`src/rtl/gomoku_pkg.sv`:
```
// Shared encodings for the gomoku board, win detector and move controller.
package gomoku_pkg;

  // Board side; cells are addressed as BOARD_N*x + y.
  localparam int BOARD_N = 7;
  localparam int COORD_W = 3;

  typedef enum logic [1:0] {
    CELL_EMPTY = 2'd0,
    CELL_BLACK = 2'd1,
    CELL_WHITE = 2'd2
  } cell_e;

  typedef enum logic {
    PLAYER_BLACK = 1'b0,
    PLAYER_WHITE = 1'b1
  } player_e;

  localparam logic [1:0] WIN_NONE  = 2'd0;
  localparam logic [1:0] WIN_BLACK = 2'd1;
  localparam logic [1:0] WIN_WHITE = 2'd2;

  typedef enum logic [1:0] {
    PLAY  = 2'd0,
    PLACE = 2'd1,
    CHECK = 2'd2,
    OVER  = 2'd3
  } state_e;

endpackage

```
`src/rtl/move_controller_key_edge_repeat.sv`:
```
// Rising-edge detector for a held key level with optional auto-repeat.
// An event fires on the rising edge and then every REPEAT_CYCLES cycles of
// continuous hold; releasing the key clears the repeat counter.
module key_edge_repeat #(
  parameter int REPEAT_CYCLES = 12_500_000
) (
  input  logic clk,
  input  logic resetn,
  input  logic level,
  input  logic repeat_en,
  output logic key_event
);

  localparam int CW = (REPEAT_CYCLES > 0) ? $clog2(REPEAT_CYCLES + 1) : 1;
  localparam logic [CW-1:0] PERIOD = CW'(REPEAT_CYCLES);

  logic          level_reg;
  logic [CW-1:0] cnt_reg;
  logic          rise;
  logic          repeat_hit;

  assign rise       = level & ~level_reg;
  // cnt_reg counts hold cycles since the last event (1 on the cycle after it)
  assign repeat_hit = (REPEAT_CYCLES != 0) && repeat_en && level && level_reg
                      && (cnt_reg == PERIOD);
  assign key_event  = rise | repeat_hit;

  // Track key history and the hold-time counter between events.
  always_ff @(posedge clk) begin
    if (!resetn) begin
      level_reg <= 1'b0;
      cnt_reg   <= '0;
    end else begin
      level_reg <= level;
      if (!level || !repeat_en || (REPEAT_CYCLES == 0)) begin
        cnt_reg <= '0;
      end else if (rise || repeat_hit) begin
        cnt_reg <= CW'(1);
      end else if (cnt_reg != PERIOD) begin
        cnt_reg <= cnt_reg + CW'(1);
      end
    end
  end

endmodule

```
`src/rtl/move_controller.sv`:
```
// Cursor and turn controller feeding the board / win detector.
// Keys become events, the cursor wraps on the board, a free cell produces a
// one-cycle go, the detector result is sampled one cycle after go, and a win
// or full board freezes play until reset.
module move_controller
  import gomoku_pkg::*;
#(
  parameter int BOARD_N       = 7,
  parameter int REPEAT_CYCLES = 12_500_000
) (
  input  logic       clk,
  input  logic       resetn,
  input  logic       left,
  input  logic       right,
  input  logic       up,
  input  logic       down,
  input  logic       enter,
  input  logic [1:0] win_state,
  output logic       go,
  output logic [2:0] x,
  output logic [2:0] y,
  output logic       color,
  output logic       reject,
  output logic       game_over,
  output logic [1:0] winner,
  output logic       draw
);

  localparam int         CELLS  = BOARD_N * BOARD_N;
  localparam int         IDX_W  = $clog2(CELLS);
  localparam logic [2:0] MAX_C  = 3'(BOARD_N - 1);
  localparam logic [2:0] CENTER = 3'(BOARD_N / 2);

  // Key order: 0 left, 1 right, 2 up, 3 down, 4 enter.
  logic [4:0] key_level;
  logic [4:0] key_event;

  assign key_level = {enter, down, up, right, left};

  genvar gi;
  generate
    for (gi = 0; gi < 5; gi++) begin : g_keys
      key_edge_repeat #(
        .REPEAT_CYCLES(REPEAT_CYCLES)
      ) u_key (
        .clk      (clk),
        .resetn   (resetn),
        .level    (key_level[gi]),
        .repeat_en((gi != 4) ? 1'b1 : 1'b0),
        .key_event(key_event[gi])
      );
    end
  endgenerate

  state_e           state_reg;
  logic [CELLS-1:0] occupancy_reg;
  logic [6:0]       move_count_reg;
  logic [2:0]       x_next;
  logic [2:0]       y_next;
  logic             arrow_any;
  logic [IDX_W-1:0] cell_idx;

  assign arrow_any = |key_event[3:0];
  assign cell_idx  = IDX_W'(BOARD_N * int'(x) + int'(y));

  // Wrapped cursor candidate; opposing keys in one cycle cancel on that axis.
  always_comb begin
    x_next = x;
    y_next = y;
    if (key_event[0] && !key_event[1]) begin
      x_next = (x == 3'd0) ? MAX_C : x - 3'd1;
    end else if (key_event[1] && !key_event[0]) begin
      x_next = (x == MAX_C) ? 3'd0 : x + 3'd1;
    end
    if (key_event[2] && !key_event[3]) begin
      y_next = (y == 3'd0) ? MAX_C : y - 3'd1;
    end else if (key_event[3] && !key_event[2]) begin
      y_next = (y == MAX_C) ? 3'd0 : y + 3'd1;
    end
  end

  // Turn FSM with all outputs registered; strobes default low each cycle.
  always_ff @(posedge clk) begin
    if (!resetn) begin
      state_reg      <= PLAY;
      x              <= CENTER;
      y              <= CENTER;
      color          <= PLAYER_BLACK;
      go             <= 1'b0;
      reject         <= 1'b0;
      game_over      <= 1'b0;
      winner         <= WIN_NONE;
      draw           <= 1'b0;
      move_count_reg <= '0;
      occupancy_reg  <= '0;
    end else begin
      go     <= 1'b0;
      reject <= 1'b0;
      case (state_reg)
        PLAY: begin
          if (arrow_any) begin
            // a cursor move in the same cycle wins over enter
            x <= x_next;
            y <= y_next;
          end else if (key_event[4]) begin
            if (occupancy_reg[cell_idx]) begin
              reject <= 1'b1;
            end else begin
              occupancy_reg[cell_idx] <= 1'b1;
              move_count_reg          <= move_count_reg + 7'd1;
              go                      <= 1'b1;
              state_reg               <= PLACE;
            end
          end
        end
        PLACE: begin
          // board writes the stone at the end of this cycle
          state_reg <= CHECK;
        end
        CHECK: begin
          if (win_state != WIN_NONE) begin
            winner    <= win_state;
            game_over <= 1'b1;
            state_reg <= OVER;
          end else if (move_count_reg == 7'(CELLS)) begin
            draw      <= 1'b1;
            game_over <= 1'b1;
            state_reg <= OVER;
          end else begin
            color     <= ~color;
            state_reg <= PLAY;
          end
        end
        OVER: begin
          state_reg <= OVER;
        end
        default: begin
          state_reg <= PLAY;
        end
      endcase
    end
  end

endmodule

```
`config.mk`:
```
export PLATFORM = sky130hd
export DESIGN_NAME = move_controller
export DESIGN_NICKNAME = d
export VERILOG_FILES = /design/src/rtl/gomoku_pkg.sv /design/src/rtl/move_controller_key_edge_repeat.sv /design/src/rtl/move_controller.sv
export SDC_FILE = /design/constraint.sdc
export NUM_CORES = 1
export LEC_CHECK = 0
export ABC_AREA = 1
export CORE_ASPECT_RATIO = 1.4
export CORE_MARGIN = 1
export CORE_UTILIZATION = 65
export CTS_CLUSTER_SIZE = 20
export DETAILED_ROUTE_END_ITERATION = 8
export DONT_BUFFER_PORTS = 1
export GPL_TIMING_DRIVEN = 0
export PLACE_DENSITY = 0.83
export REMOVE_ABC_BUFFERS = 1
export SLEW_MARGIN = 20
export SYNTH_ARGS = -nofsm -noshare
export SYNTH_HDL_FRONTEND = slang
export SYNTH_SLANG_ARGS = --single-unit
```
`constraint.sdc`:
```
create_clock -name clk -period 5.5 [get_ports clk]
set_clock_uncertainty 0.15 [all_clocks]
set_input_delay 1.375 -clock clk [delete_from_list [all_inputs] [get_ports clk]]
set_output_delay 1.375 -clock clk [all_outputs]
set_load 0.02 [all_outputs]
```
* Yosys cells after proc, flatten, opt, wreduce, memory -nomap -nowiden
Index checks and enable logic that the tools add are counted.
** Storage, ports and cells
- Register bits after elaboration :: 172
- Input port bits :: 9
- Output and inout port bits :: 13
- Logic and storage cells :: 161
** Cells by class
- $add $sub $neg :: 10
- Multiply operators :: 1
- Magnitude comparators :: 2
- Equality and inequality tests :: 17
- Multiplexer cells :: 30
- Bitwise gates (word level) :: 27
- Reductions and logical operators :: 50
** Operator list (number)
- 24-bit by 1-bit adder with 24-bit output (second input constant) :: 4
- 24-bit == test (second input constant) :: 4
- 24-bit inequality test (second input constant) :: 4
- 49-bit bitwise OR :: 1
- 3-bit two-way mux :: 8
- 1-bit NOT :: 17
- 2-bit nonzero test :: 8
- 3-bit AND reduction :: 5
- 1-bit two-way mux :: 14
- 1-bit logical AND :: 13
- 2-bit AND reduction :: 6
- 3-bit OR reduction :: 4
- 2-bit two-way mux :: 5
- 2-bit one-hot mux with 4 select lines :: 1
- 7-bit by 1-bit adder with 7-bit output (second input constant) :: 1
- 7-bit by 6-bit == test with 1-bit output (second input constant) :: 1
- 6-bit by 7-bit < comparator with 1-bit output (second input constant) :: 1
- 7-bit OR reduction :: 1
- 3-bit by 1-bit adder with 3-bit output (second input constant) :: 2
- 6-bit by 3-bit adder with 6-bit output :: 1
- 1-bit binary-select mux with 6-bit select :: 1
- 1-bit demux with 6-bit select :: 1
- 3-bit == test (second input constant) :: 2
- 6-bit by 1-bit greater-or-equal comparator with 1-bit output (second input constant) :: 1
- 14 further kinds :: 31

* Logic depth before layout (Yosys ltp)
Gate-level depths: netlist of run 1.
- Depth in word-level cells :: 8
- Gate-level depth with buffers :: 19
- Gate-level depth less buffers :: 18

* Hierarchy
From an unflattened synthesis of run 1, not the netlist that was laid out.
** Second synthesis, totals
- Cell total of the unflattened synthesis :: 1696
- Area, all modules :: 11502.3 µm²
** Modules (own cells, without submodules)
- key_edge_repeat :: times used 5, cells each 219, area an instance 1477.7 µm², seq. area each 500.5 µm²
- move_controller :: times used 1, cells each 601, area an instance 4113.9 µm², seq. area each 1421.4 µm²

* Least setup slack after synthesis of run 1
No wires, ideal clock.
- Path type :: register to register
- Start point :: register x[2]
- End point :: register move_count_reg[0]
- Data arrival time :: 3.413 ns
- Required time :: 5.235 ns
- Slack :: 1.822 ns
- Stages on the path, launching flop included :: 20
- Buffers on the path :: 1
- Period minus slack after synthesis :: 3.678 ns
- Path through :: dfxtp_1 > fa_1 > inv_1 > fa_1 > inv_1 > fa_1 > nand2_2 > nor2_4 > nand2_1 > nand2_1 > nor2_1 > nand2_1 > nand2_1 > nand2_1 > nand2_2 > nor2_8 > buf_6 > nand3_1 > nand2_1 > nor2_1
** Between the ends
- Cells in the longest elaborated chain, start to end :: 6
** Ends and longest elaborated chain
- start: declaration :: RTL line move_controller.sv:20 : output logic [2:0] x,
- start signal: assignment :: RTL line move_controller.sv:103 : x <= x_next;
- 3-bit by 3-bit multiplier with 6-bit output :: RTL line move_controller.sv:64 : assign cell_idx = IDX_W'(BOARD_N * int'(x) + int'(y));
- 6-bit by 3-bit adder with 6-bit output :: RTL line move_controller.sv:64
- 1-bit binary-select mux with 6-bit select :: RTL line move_controller.sv:106 : if (occupancy_reg[cell_idx]) begin
- 1-bit two-way mux (not written as such) :: RTL line move_controller.sv:106
- 1-bit NOT (no line)
- 4-bit AND reduction (no line)
- end signal: assignment :: RTL line move_controller.sv:110 : move_count_reg <= move_count_reg + 7'd1;
- end: declaration :: RTL line move_controller.sv:57 : logic [6:0] move_count_reg;
Every way passes these cells. The select of a mux whose other input is x is not followed.
A chain may end at the register's enable or synchronous reset.

* Worst setup path after layout of run 1
- Start point :: register x[2]
- End point :: register occupancy_reg[2]
** Between the ends
- Cells in the longest elaborated chain, start to end :: 7
** Ends and longest elaborated chain
- 3-bit by 3-bit multiplier with 6-bit output (*) :: RTL line move_controller.sv:64
- 6-bit by 3-bit adder with 6-bit output (*) :: RTL line move_controller.sv:64
- 6-bit by 7-bit < comparator with 1-bit output (not written as such) / 6-bit by 1-bit greater-or-equal comparator with 1-bit output (equally long branches) :: RTL line move_controller.sv:109 : occupancy_reg[cell_idx] <= 1'b1;
- 1-bit logical AND (not written as such) :: RTL line move_controller.sv:109
- 1-bit two-way mux (not written as such) :: RTL line move_controller.sv:109
- 1-bit demux with 6-bit select :: RTL line move_controller.sv:109
- 49-bit bitwise OR (no line)
- end signal: assignment :: RTL line move_controller.sv:95 : occupancy_reg <= '0;
- end signal: indexed assignment :: RTL line move_controller.sv:109
- end: declaration :: RTL line move_controller.sv:56 : logic [CELLS-1:0] occupancy_reg;
Mark *: on every way between the ends. The rest lies on a longest branch, timed or not. The select of a mux whose other input is x is not followed.

==> key figures, run 1 <==
Outcome
  – Run status: finished clean

Clock network
  – Total CTS buffers: 17
  – CTS tree: done
  – Worst skew pair latency: 0.44 ns
  – H-tree depth: 4
  – Root Driver: clkbuf_16
  – Clock Sinks: 172
  – Post-CTS resize count: 0
  – CTS hold repair buffers: 0
  – Max Root-Sink Buffers: 2
  – Postcts setup bufs: 0
  – Clock slew at reported path FFs: 0.07 ns

Power and ir drop
  – Leakage dissipation: 0.00350 uW
  – Power, Total: 4480 uW
  – Internal power: 2440 uW
  – Combinational share of power: 43.7%
  – NetSw: 2040 uW
  – Clock Power Share: 26.8%
  – Sw frac: 45.5%
  – VDD IR max: 0.559 mV
  – Power per cell area: 464 nW/um^2
  – Seq pwr share: 29.5%

Synth
  – Largest area contributor in the netlist: dfxtp_1
  – Avg Cell Area, Syn: 7.10 sq um
  – Synth warnings: 0
  – Asr flop ratio synth: 0%
  – Post-synth top area share: 38.1%
  – Mapped cell area: 9030 sq um
  – Dominant synthesized flop cell: dfxtp_1
  – Post-synth cell types: 46
  – Synth Register Bits: 172
  – Synth top area cells: dfxtp_1, nand2_1, inv_1
  – Post-Synthesis Cells: 1271
  – Seq/Total Area, Yosys: 38.1%
  – Post-synth EDFFs: 0

Route
  – DR vias/cell: 5.50
  – Drt drc: 0
  – DR pass1 iterations: 5
  – Wirelength per Cell: 13.0 um
  – Antenna Nets Post-Route: 0
  – Final wirelength: 18900 um
  – DR iter-0 viols: 306
  – Via count: 8013

Critical path
  – CP Data Required Time: 5.71 ns
  – CP Capture Type: register
  – Crit path launch type: register
  – Slowest stage delay, CP: 0.73 ns
  – CP bufs+invs: 2
  – Crit-path slowest cell: dfxtp_1
  – Crit path kind: reg2reg
  – Critical-path maximum fanout: 60
  – CP delay by family, top: simple AND/OR/NAND/NOR gates
  – Critical Path AT: 4.87 ns
  – Crit-path cells: fa_1 -> inv_1 -> fa_1 -> inv_1 -> fa_1 -> nor2_4 -> nand2_2 -> nor2_1 -> nor2_1 -> nand2_1 -> nand2_1 -> nand2_1 -> nand2_2 -> nor2_8 -> nand3_1 -> a21oi_1

Floorplanning
  – Die Y: 141 um
  – Die width: 102 um
  – Row count: 50
  – # IOs: 22
  – Placeable Area: 13500 sq um
  – Effective utilization at floorplan: 67.1%
  – Die area: 14400 sq um

STA
  – Tcrit/Tclk final: 84.6%
  – Post-route minimum period: 4.65 ns
  – Final hold viol count: 0
  – Final setup viols: 0
  – Achievable frequency: 215 MHz
  – Final hold slack: 0.301 ns
  – Max-slew violation count: 0
  – Setup TNS: 0 ns
  – Slew HR: 33.1%
  – RSZ-0062 raised after global routing: no
  – Worst-margin pin slew: 1.00 ns

Finish
  – Most frequent cells in the layout: nand2_1, inv_1, dfxtp_1
  – Share of cells above drive strength 1: 5.41%
  – Area grow syn2layout: 7.04%
  – Most common cell after layout, fill and taps aside: nand2_1
  – Ant. Diodes: 0
  – Largest register FFs: 96
  – Fin nets: 1309
  – Finished Core Util: 71.8%
  – Final Instance Count excl. Fillers: 1458

Global routing
  – Grt met3 use: 5.96%
  – Initial antenna violation count: 0
  – Largest net degree at the start of global routing: 66
  – M2 GR Usage: 50.0%
  – Number of global-route vias before repair: 7538
  – GRT Residual Overflow: 0
  – First-pass GRT wire length: 32800 um
  – Total GRT Usage: 28.2%
  – Met1 usage: 32.0%
  – GR peak layer: met2

Place
  – Dpl cells: 1426
  – GPL Wtd Cong: 0.853
  – Quantity of I/O buffers inserted on ports: 0
  – DP HPWL: 13100 um

Job
  – Max Cap Viol: 0

Min path
  – Hold WC Path Type: reg2reg
-- final cells by class --
type                       instances  area (sq um)
fill                            1131          3790
timing repair buffer               4          33.8
clock inverter                    12           138
inverter                         185           697
multi-input combinational        883          4680
sequential                       172          3440
clock buffer                      20           447
tap                              182           228
-- stage by stage --
step	instance area [sq um]	setup slack (ns)
after CTS	9660	0.881
after detailed placement	9080	0.900
after floorplan	8800	-0.390
after global placement	9030	-2.40
final	9660	0.846
after global routing	9660	0.431
-- kinds of logic after synthesis --
family	count (synthesis)	synth area share (%)
fa+ha+maj	37	5.46
flops	172	38.1
xor+xnor	18	1.83
simple gates	642	32.8
buf+inv	216	10.1
compound gates	186	11.6
-- worst paths after layout --
kind	startpoint	end	slack [ns]	cells after the start
worst min-delay path	occupancy_reg[10]$_SDFFE_PN0P_	occupancy_reg[10]$_SDFFE_PN0P_	0.30	2
worst min register to register	occupancy_reg[10]$_SDFFE_PN0P_	occupancy_reg[10]$_SDFFE_PN0P_	0.30	2
worst max-delay path	x[2]$_SDFFE_PN0P_	occupancy_reg[2]$_SDFFE_PN0P_	0.85	16
worst max register to register	x[2]$_SDFFE_PN0P_	occupancy_reg[2]$_SDFFE_PN0P_	0.85	16
-- layer usage --
metal	vias to the layer above	share of wire, %
met2	143	51
met5	-	0
li1	4153	-
met4	0	3.0
met1	3670	42
met3	47	4.0
-- synth_stat cells (5+ instances only) --
cell type,count
dfxtp_1,172
a21oi_1,111
buf_2,10
nor2_1,153
ha_1,33
xor2_1,9
nand3_1,107
nand2_1,236
xnor2_1,8
nor2_4,5
o21a_1,10
nor3b_1,23
buf_4,8
a211oi_1,6
a31oi_1,7
o211ai_1,12
o21ai_0,26
nor4_1,13
or2_2,6
nor3_1,53
nand3_2,10
inv_1,182
buf_6,7
nand4_1,26
-- power groups by stage --
stage / logic [uW] / clock network [uW] / registers [uW]
detailed placement: 1930 / 0 / 1350
finish: 1960 / 1200 / 1320
global route: 2170 / 1260 / 1330
CTS: 1940 / 1210 / 1320
floorplan: 1450 / 0 / 1340
global placement: 1910 / 0 / 1350
-- worst register-to-register path, stage by stage (launching register included) --
cell and delay, ns:
dfxtp_1 0.73, fa_1 0.53, inv_1 0.08, fa_1 0.42
inv_1 0.11, fa_1 0.53, nor2_4 0.30, nand2_2 0.20
nor2_1 0.14, nor2_1 0.08, nand2_1 0.07, nand2_1 0.05
nand2_1 0.06, nand2_2 0.10, nor2_8 0.65, nand3_1 0.20
a21oi_1 0.18
Power figures use the tool's default switching activity.
==> run 2, diff against run 1 <==
--- a/config.mk
+++ b/config.mk
@@ -8,12 +8,12 @@
 export ABC_AREA = 1
 export CORE_ASPECT_RATIO = 1.4
 export CORE_MARGIN = 1
-export CORE_UTILIZATION = 65
+export CORE_UTILIZATION = 64
 export CTS_CLUSTER_SIZE = 20
 export DETAILED_ROUTE_END_ITERATION = 8
 export DONT_BUFFER_PORTS = 1
 export GPL_TIMING_DRIVEN = 0
-export PLACE_DENSITY = 0.83
+export PLACE_DENSITY = 0.82
 export REMOVE_ABC_BUFFERS = 1
 export SLEW_MARGIN = 20
 export SYNTH_ARGS = -nofsm -noshare
==> constraint.sdc (replaced) <==
create_clock -name clk -period 4.5 [get_ports clk]
set_clock_uncertainty 0.15 [all_clocks]
set_input_delay 1.125 -clock clk [delete_from_list [all_inputs] [get_ports clk]]
set_output_delay 1.125 -clock clk [all_outputs]
set_load 0.02 [all_outputs]
==> key figures, run 2 (same netlist as run 1, synthesis figures left out) <==
Route
  – Wirelength per Cell: 13.5 um (+3.9%)
  – Final wirelength: 19800 um (+4.4%)
  – Antenna Nets Post-Route: 0 (unchanged)
  – Drt drc: 0 (unchanged)
  – DR iter-0 viols: 483 (+58%)
  – DR pass1 iterations: 5 (unchanged)
  – Via count: 8102 (+1.1%)
  – DR vias/cell: 5.53 (+0.56%)

Finish
  – Final instance area: 9740 sq um (+0.80%)
  – Ant. Diodes: 0 (unchanged)
  – Area grow syn2layout: 7.90%
  – Fin nets: 1314 (+0.38%)
  – # fillers: 1164 (+2.9%)
  – Finished Core Util: 70.3% (-1.5 points)
  – Most common cell after layout, fill and taps aside: nand2_1
  – Most frequent cells in the layout: nand2_1, inv_1, dfxtp_1
  – Largest register FFs: 96 (unchanged)
  – Final Instance Count excl. Fillers: 1466 (+0.55%)
  – Share of cells above drive strength 1: 6.17% (+0.76 points)

STA
  – Final hold slack: 0.301 ns (+0.000831 ns)
  – Slew HR: 35.9% (+2.8 points)
  – Worst-margin pin slew: 0.962 ns (-0.0416 ns)
  – Post-route minimum period: 4.24 ns (-0.419 ns)
  – Final hold viol count: 0 (unchanged)
  – Max-slew violation count: 0 (unchanged)
  – Final setup viols: 0 (unchanged)
  – Achievable frequency: 236 MHz (+9.9%)
  – Tcrit/Tclk final: 94.1% (+9.5 points)

Floorplanning
  – Effective utilization at floorplan: 65.2% (-1.9 points)
  – # IOs: 22 (unchanged)
  – Die width: 102 um (+0.76%)
  – Die area: 14600 sq um (+1.5%)
  – Placeable Area: 13800 sq um (+2.9%)
  – Die Y: 143 um (+0.77%)
  – Row count: 51 (+2.0%)

Global routing
  – Largest net degree at the start of global routing: 41 (-38%)
  – GRT Residual Overflow: 0 (unchanged)
  – Total GRT Usage: 28.1% (-0.14 points)
  – Number of global-route vias before repair: 7375 (-2.2%)
  – Initial antenna violation count: 0 (unchanged)
  – First-pass GRT wire length: 32800 um (-0.10%)

Outcome
  – Run status: finished clean

Clock network
  – CTS tree: done
  – CTS hold repair buffers: 0 (unchanged)
  – Root Driver: clkbuf_16
  – Total CTS buffers: 17 (unchanged)
  – H-tree depth: 4 (unchanged)
  – Clock Sinks: 172 (unchanged)
  – Worst skew pair latency: 0.43 ns (about the same)
  – Max Root-Sink Buffers: 2 (unchanged)
  – Clock slew at reported path FFs: 0.06 ns (about the same)

Power and ir drop
  – Clock Power Share: 24.2% (-2.6 points)
  – Internal power: 3060 uW (+26%)
  – Power per cell area: 594 nW/um^2 (+28%)
  – VDD IR max: 0.652 mV (+17%)
  – Power, Total: 5790 uW (+29%)
  – Leakage dissipation: 0.00352 uW (+0.56%)
  – Sw frac: 47.1% (+1.5 points)
  – NetSw: 2720 uW (+33%)
  – Combinational share of power: 47.8% (+4.1 points)
  – Seq pwr share: 28.0% (-1.5 points)

Place
  – Dpl cells: 1431 (+0.35%)
  – DP HPWL: 13200 um (+0.91%)
  – GPL Wtd Cong: 0.883 (+3.5%)
  – Quantity of I/O buffers inserted on ports: 0 (unchanged)
  – Post-Place Cell Area: 9130 sq um (+0.52%)

Critical path
  – Worst setup path start: x[2]$_SDFFE_PN0P_
  – Crit path launch type: register
  – Crit path kind: reg2reg
  – CP Data Required Time: 4.70 ns (-1.01 ns)
  – Critical-path maximum fanout: 30 (-50%)
  – Critical Path AT: 4.44 ns (-0.43 ns)
  – FF-to-FF Start: x[2]$_SDFFE_PN0P_
  – CP Capture Type: register

Job
  – Max Cap Viol: 0 (unchanged)

Min path
  – Hold_sp: occupancy_reg[19]$_SDFFE_PN0P_
  – Hold WC Path Type: reg2reg
run 2: per-layer routing:
layer / share of wire [%] / up-vias / track usage, %
met3: 5.1 / 54 / 5.01
met4: 2.9 / 0 / 12.2
met5: 0 / - / 0
met2: 51 / 219 / 49.6
met1: 41 / 3667 / 32.7
li1: - / 4162 / -
run 2: worst max-delay path, stage by stage (launching register included):
cell and delay (ns):
dfxtp_2 0.54, fa_1 0.47, inv_1 0.09, fa_1 0.43, inv_1 0.12, fa_2 0.51, nor2_4 0.29, nand2_2 0.21
nor2_1 0.16, nor2_1 0.07, nand2_1 0.07, nand2_1 0.06, nand2_1 0.07, nand2_2 0.15, nor2_8 0.41, nand3_1 0.19
a21oi_1 0.17
run 2: power groups by stage:
stage	registers, uW	logic (uW)	clock network [uW]
6_report	1620	2760	1400
3_3_place_gp	1650	2360	0
3_5_place_dp	1650	2390	0
2_1_floorplan	1640	1770	0
4_1_cts	1620	2560	1420
5_1_grt	1630	2980	1480
run 2: timing repair:
action                     CTS  global route
gates cloned                 2             0
pin swaps                    2             2
setup endpoints to repair   58            59
gates resized for setup      2             4
setup buffers                0             1
run 2: worst paths after layout:
check / slack (ns) / to / depth (start not counted)
setup / recovery: 0.26 / occupancy_reg[9]$_SDFFE_PN0P_ / 16
hold / removal: 0.30 / occupancy_reg[19]$_SDFFE_PN0P_ / 2
setup reg to reg: 0.26 / occupancy_reg[9]$_SDFFE_PN0P_ / 16
hold reg to reg: 0.30 / occupancy_reg[19]$_SDFFE_PN0P_ / 2
run 2: cell type report:
type | instances | area [sq um] | share of cell area, %
multi-input combinational | 885 | 4710 | 48.3
sequential | 172 | 3450 | 35.4
inverter | 185 | 694 | 7.13
clock buffer | 20 | 447 | 4.59
tap | 185 | 231 | 2.38
clock inverter | 12 | 114 | 1.17
timing repair buffer | 7 | 100 | 1.03
run 2: stage by stage:
stage | setup WS (ns) | TNS, ns
2_1_floorplan | -1.14 | -28.53
5_1_grt | -0.00913 | -0.00913
6_report | 0.265 | 0
3_5_place_dp | -0.154 | -5.96
4_1_cts | 0.0632 | 0
3_3_place_gp | -3.16 | -118.74
